**config.mk**
```make
export PLATFORM = sky130hd
export DESIGN_NAME = alu_exec_responder
export DESIGN_NICKNAME = d
export VERILOG_FILES = /design/src/rtl/alu_pkg.sv /design/src/rtl/mul_iter_unit.sv /design/src/rtl/alu_exec_responder.sv
export SDC_FILE = /design/constraint.sdc
export NUM_CORES = 1
export LEC_CHECK = 0
export CORE_UTILIZATION = 53
export DETAILED_ROUTE_END_ITERATION = 12
export PLACE_DENSITY_LB_ADDON = 0.2
export SLEW_MARGIN = 30
export SYNTH_ARGS = -nofsm -noshare
export SYNTH_HDL_FRONTEND = slang
export SYNTH_SLANG_ARGS = --single-unit
```
**constraint.sdc**
```tcl
create_clock -name Clk -period 4.05 [get_ports Clk]
set_clock_uncertainty 0.1 [all_clocks]
set_input_delay 0.81 -clock Clk [delete_from_list [all_inputs] [get_ports Clk]]
set_output_delay 0.81 -clock Clk [all_outputs]
set_load 0.02 [all_outputs]
```
**src/rtl/alu_pkg.sv**
```systemverilog
// alu_pkg: opcode constants and FSM state encoding shared by the execute unit
package alu_pkg;
  localparam logic [3:0] ALU_AND   = 4'b0000;
  localparam logic [3:0] ALU_OR    = 4'b0001;
  localparam logic [3:0] ALU_ADD   = 4'b0010;
  localparam logic [3:0] ALU_SUB   = 4'b0110;
  localparam logic [3:0] ALU_SLT   = 4'b0111;
  localparam logic [3:0] ALU_MULTU = 4'b1000;
  typedef enum logic [1:0] {S_IDLE, S_MUL, S_RESP} state_t;
endpackage

```
**src/rtl/mul_iter_unit.sv**
```systemverilog
// mul_iter_unit: shift-add unsigned multiplier, one multiplier bit per cycle
module mul_iter_unit #(
  parameter int DATA_W = 32
) (
  input  logic                  clk,
  input  logic                  rst_n,
  input  logic                  start,
  input  logic [DATA_W-1:0]     a,
  input  logic [DATA_W-1:0]     b,
  output logic                  done,
  output logic [2*DATA_W-1:0]   product
);
  logic                busy;
  logic [5:0]          cnt;
  logic [DATA_W-1:0]   mcand;
  logic [2*DATA_W-1:0] acc;
  logic [DATA_W:0]     sum;
  // product is the accumulator after this cycle's step, so the final
  // value is visible in the same cycle done is raised
  always_comb begin
    sum     = {1'b0, acc[2*DATA_W-1:DATA_W]} + (acc[0] ? {1'b0, mcand} : '0);
    product = {sum, acc[DATA_W-1:1]};
    done    = busy && cnt == 6'(DATA_W-1);
  end
  always_ff @(posedge clk) begin
    if (!rst_n) begin
      busy  <= 1'b0;
      cnt   <= '0;
      mcand <= '0;
      acc   <= '0;
    end else if (start) begin
      busy  <= 1'b1;
      cnt   <= '0;
      mcand <= a;
      acc   <= {{DATA_W{1'b0}}, b};
    end else if (busy) begin
      acc  <= product;
      cnt  <= cnt + 6'd1;
      busy <= !done;
    end
  end
endmodule

```
**src/rtl/alu_exec_responder.sv**
```systemverilog
// alu_exec_responder: handshaked execute unit with single-cycle ALU ops and
// an iterative unsigned multiply producing a HI/LO result
module alu_exec_responder
  import alu_pkg::*;
#(
  parameter int DATA_W = 32,
  parameter bit MUL_EN = 1'b1
) (
  input  logic              Clk,
  input  logic              Rst_n,
  input  logic              ReqValid,
  output logic              ReqReady,
  input  logic [3:0]        ALUControl,
  input  logic [DATA_W-1:0] A,
  input  logic [DATA_W-1:0] B,
  output logic              RespValid,
  input  logic              RespReady,
  output logic [DATA_W-1:0] ALUResult,
  output logic [DATA_W-1:0] Hi,
  output logic              Zero,
  output logic              OpErr
);
  state_t              state;
  logic                accept;
  logic                is_mul;
  logic                legal;
  logic [DATA_W-1:0]   res;
  logic                mul_done;
  logic [2*DATA_W-1:0] prod;
  assign ReqReady = state == S_IDLE && Rst_n;
  assign accept   = ReqValid && ReqReady;
  always_comb begin
    is_mul = MUL_EN && ALUControl == ALU_MULTU;
    legal  = ALUControl inside {ALU_AND, ALU_OR, ALU_ADD, ALU_SUB, ALU_SLT};
    res    = ALUControl == ALU_AND ? A & B :
             ALUControl == ALU_OR  ? A | B :
             ALUControl == ALU_ADD ? A + B :
             ALUControl == ALU_SUB ? A - B :
             ALUControl == ALU_SLT ? {{(DATA_W-1){1'b0}}, $signed(A) < $signed(B)} : '0;
  end
  if (MUL_EN) begin : g_mul
    mul_iter_unit #(.DATA_W(DATA_W)) u_mul (
      .clk(Clk),
      .rst_n(Rst_n),
      .start(accept && is_mul),
      .a(A),
      .b(B),
      .done(mul_done),
      .product(prod)
    );
  end else begin : g_nomul
    assign mul_done = 1'b0;
    assign prod     = '0;
  end
  always_ff @(posedge Clk) begin
    if (!Rst_n) begin
      state     <= S_IDLE;
      RespValid <= 1'b0;
      ALUResult <= '0;
      Hi        <= '0;
      Zero      <= 1'b0;
      OpErr     <= 1'b0;
    end else begin
      case (state)
        S_IDLE: if (accept) begin
          OpErr <= !legal && !is_mul;
          if (is_mul) state <= S_MUL;
          else begin
            state     <= S_RESP;
            RespValid <= 1'b1;
            ALUResult <= res;
            Hi        <= '0;
            Zero      <= res == '0;
          end
        end
        S_MUL: if (mul_done) begin
          state     <= S_RESP;
          RespValid <= 1'b1;
          ALUResult <= prod[DATA_W-1:0];
          Hi        <= prod[2*DATA_W-1:DATA_W];
          Zero      <= prod[DATA_W-1:0] == '0;
        end
        default: if (RespReady) begin
          state     <= S_IDLE;
          RespValid <= 1'b0;
        end
      endcase
    end
  end
endmodule

```
==> metrics.yaml <==
synth:
  synthCells: 1788
  syn_avg_cell_area_um2: 7.61
  yosysSeqAreaShare: 0.253
  yosys_most_used_dff: "dfxtp_1"
  synth_cell_types: 89
  synth_seq_cells: 172
  syn-cell-area_um2: 13600
  async_reset_ff_frac: 0
  syn_nets: 1992
  synth-edff-count: 0
  yosysWarnings: 0
sta:
  rsz0062_at_grt: "yes"
  clock.fmax_mhz: 242
  final.setup.worst_slack_ns: -0.0767
  period_minus_slack_ns: 4.13
  hold_viol_final: 0
  slew_viol_final: 0
  timing.final.crit_share: 1.02
  tightestPinTransition_ns: 0.787
  relSlewSlack: 0.475
  setup_viol: 1
critical_path:
  required_ns: 4.30
  timing.reg2reg.setup_slack_ns: 0.21
  cp-start-kind: "primary input"
  cp-startpoint: "A[29]"
  reg2regPathDepth: 17
  r2r-end: "g_mul.u_mul.acc[63]"
  cp-end-kind: "flip-flop"
  cp_cell_sequence: "clkdlybuf4s50_1 > inv_1 > ha_1 > buf_4 > nor3_1 > nand2_1 > a21oi_1 > nor3_1 > nor3_2 > a21oi_1 > nor4_2 > nand4_1 > nor4_2 > buf_4 > and4_1 > nand4_1 > o31ai_1"
  worst_ep_arrival_time_ns: 4.38
  critPathMaxFanout: 3
  crit_type: "in -> reg"
  r2r_start: "g_mul.u_mul.acc[0]"
  critPathSlowestCell: "clkdlybuf4s50_1"
  cpPeakStageDelay_ns: 0.51
hold_path:
  hp-class: "reg -> reg"
  holdPathStages: 2
  holdPathEnd: "g_mul.u_mul.mcand[7]"
  min_from: "g_mul.u_mul.mcand[7]"
power:
  ir_drop_uv: 309
  powerDensity_nw_per_um2: 262
  finalPower_w: 0.00497
  power.leakage_nw: 8.19
finish:
  stdcell_count: 2551
  final_net_count: 2412
  drive_gt1_frac: 0.239
  antenna_cells: 0
  area_delta_synth_final_pct: 39.7
place:
  dpl.hpwl_mm: 39.3
  dpl.cell_count: 2505
  io_buffers: 139
  place.gp.congestion: 0.966
die:
  core_um2: 25200
  die-area_um2: 26300
  die_h_um: 162
  die_x_um: 162
  num_rows: 58
  initial_core_util: 0.540
  ios: 140
routing:
  drt_pass1_iterations: 6
  drtIter0Drc: 1602
  viasPerCell: 5.98
  vias: 15300
  drc: 0
  finalWirelength_mm: 50.6
  drtAntennaViolNets: 0
  wl_per_cell_um: 19.8
run_status:
  violations: "setup timing"
  outcome: "finished with violations"
cts:
  clk_pin_slew_ns: 0.07
  holdBufCountCts: 0
  cts.sinks: 172
  clkLatencyLatePin_ns: 0.44
  cts_tree: "built"
  clockBufferDepth: 2
  h-tree-depth: 4
  cts_root_buf: "clkbuf_16"
  cts_buffers: 17
global_routing:
  first_global_vias: 14200
  track_usage: 0.378
  antenna_found_initial: 0
  overflow: 0
  grt_max_degree: 66
  grt_pass1_wl_mm: 78.0
job:
  maxCapViolCount: 0
[final cells by class]
cell class	count	area [um^2]
clock inverters	11	131
clock buffers	21	472
well taps	330	413
inverters	127	479
flip-flops and latches	172	3450
multi-input cells	1381	9840
repair buffers	509	4220
fillers	1961	6170
[where the power goes]
| group | total, W | switching [W] | internal, W | leakage (nW) |
|---|---|---|---|---|
| logic | 0.00156 | 0.000832 | 0.000730 | 6.51 |
| clock network | 0.00168 | 0.000706 | 0.000970 | 0.286 |
| registers | 0.00174 | 0.0000218 | 0.00171 | 1.39 |
[state kept, by name, summed over array words and instances (netlist names)]
name,count
Zero,1
RespValid,1
OpErr,1
ALUResult,32
state,2
g_mul.u_mul.busy,1
Hi,32
g_mul.u_mul.cnt,6
g_mul.u_mul.mcand,32
g_mul.u_mul.acc,64
[through the flow]
step	hold slack [ns]	area [um^2]	setup slack, ns	utilization	TNS, ns
after floorplan	0.332	13600	0.171	-	0
after global placement	0.339	17600	-0.780	0.700	-7.69
after detailed placement	0.343	17600	-0.853	0.700	-9.07
after CTS	0.353	18600	-0.00672	0.739	-0.00672
after global routing	0.369	19000	-0.198	0.755	-0.346
final	0.351	19000	-0.0767	0.755	-0.0767
[cell families after synthesis]
kind of cell,count (synthesis),share of synthesized area
compound gates,507,0.251
xor+xnor,56,0.0361
fa+ha+maj,132,0.123
buf+inv,235,0.0708
flops,172,0.253
mux,84,0.0621
simple gates,602,0.203
[per-layer routing]
layer	vias up	track usage	wire length [um]
met1	7242	0.529	22400
met2	742	0.612	22800
met4	0	0.0969	1270
met3	98	0.0480	4150
met5	-	0	0
li1	7172	-	-
[placed cells by master, fill, tap and decap left out, types with 12 or more instances in the layout]
cell,synthesis,layout
o21ai_1,9,13
o31ai_1,19,15
buf_4,9,364
mux2i_1,81,81
nand3_1,28,27
o21bai_1,16,14
nand2b_1,14,13
a21oi_1,149,138
nand4_1,12,12
a211oi_1,61,55
o211ai_1,24,24
a21o_1,22,22
xnor2_1,41,41
nor2_1,242,236
ha_1,129,112
nor4_1,22,15
inv_1,124,116
nor3_1,29,24
o21ai_0,59,53
nand2_1,156,156
clkdlybuf4s50_1,0,121
a22oi_1,35,34
clkbuf_16,0,18
dfxtp_1,172,171
nor2b_1,20,20
o21a_1,15,14
xor2_1,15,15
and2_1,36,36
[worst max-delay path by stage]
stage	endpoint	slack [ns]	depth (start not counted)
6_report	Zero	-0.08	17
5_1_grt	Zero	-0.20	16
4_1_cts	Zero	-0.007	16
3_5_place_dp	Zero	-0.85	18
3_3_place_gp	Zero	-0.78	18
2_1_floorplan	Zero	0.17	14
[synthesized netlist by cell type (all sizes together), types with 9 or more instances]
library cell,number,area share
dfxtp,172,0.25
o21bai,16,0.0088
inv,127,0.035
nand2b,14,0.0064
a21oi,151,0.056
o22ai,12,0.0055
o31ai,21,0.012
a311oi,9,0.0058
nor2b,20,0.0092
o21a,16,0.0094
nor3,33,0.014
xnor2,41,0.026
nand2,156,0.043
nand3,28,0.010
mux2i,81,0.060
a31oi,13,0.0064
nand4,12,0.0055
and2,36,0.017
o211ai,24,0.013
xor2,15,0.0097
nor2,242,0.067
ha,129,0.12
a21o,22,0.012
a22oi,36,0.020
o21ai,68,0.025
clkbuf,71,0.020
nor4,23,0.011
a211oi,63,0.036
buf,36,0.015
[timing repair]
| action | CTS | global route |
|---|---|---|
| setup buffers | 9 | 5 |
| gates resized for setup | 64 | 80 |
| pin swaps | 32 | 26 |
| setup endpoints to repair | 11 | 13 |
[critical path, delay by kind of cell]
family | cells | cell delay [ns]
buffers and inverters | 4 | 0.91
AOI/OAI and AO/OA | 3 | 0.52
adders and majority gates | 1 | 0.34
and+or+nand+nor | 9 | 1.80
(Power assumes the default switching activity.)
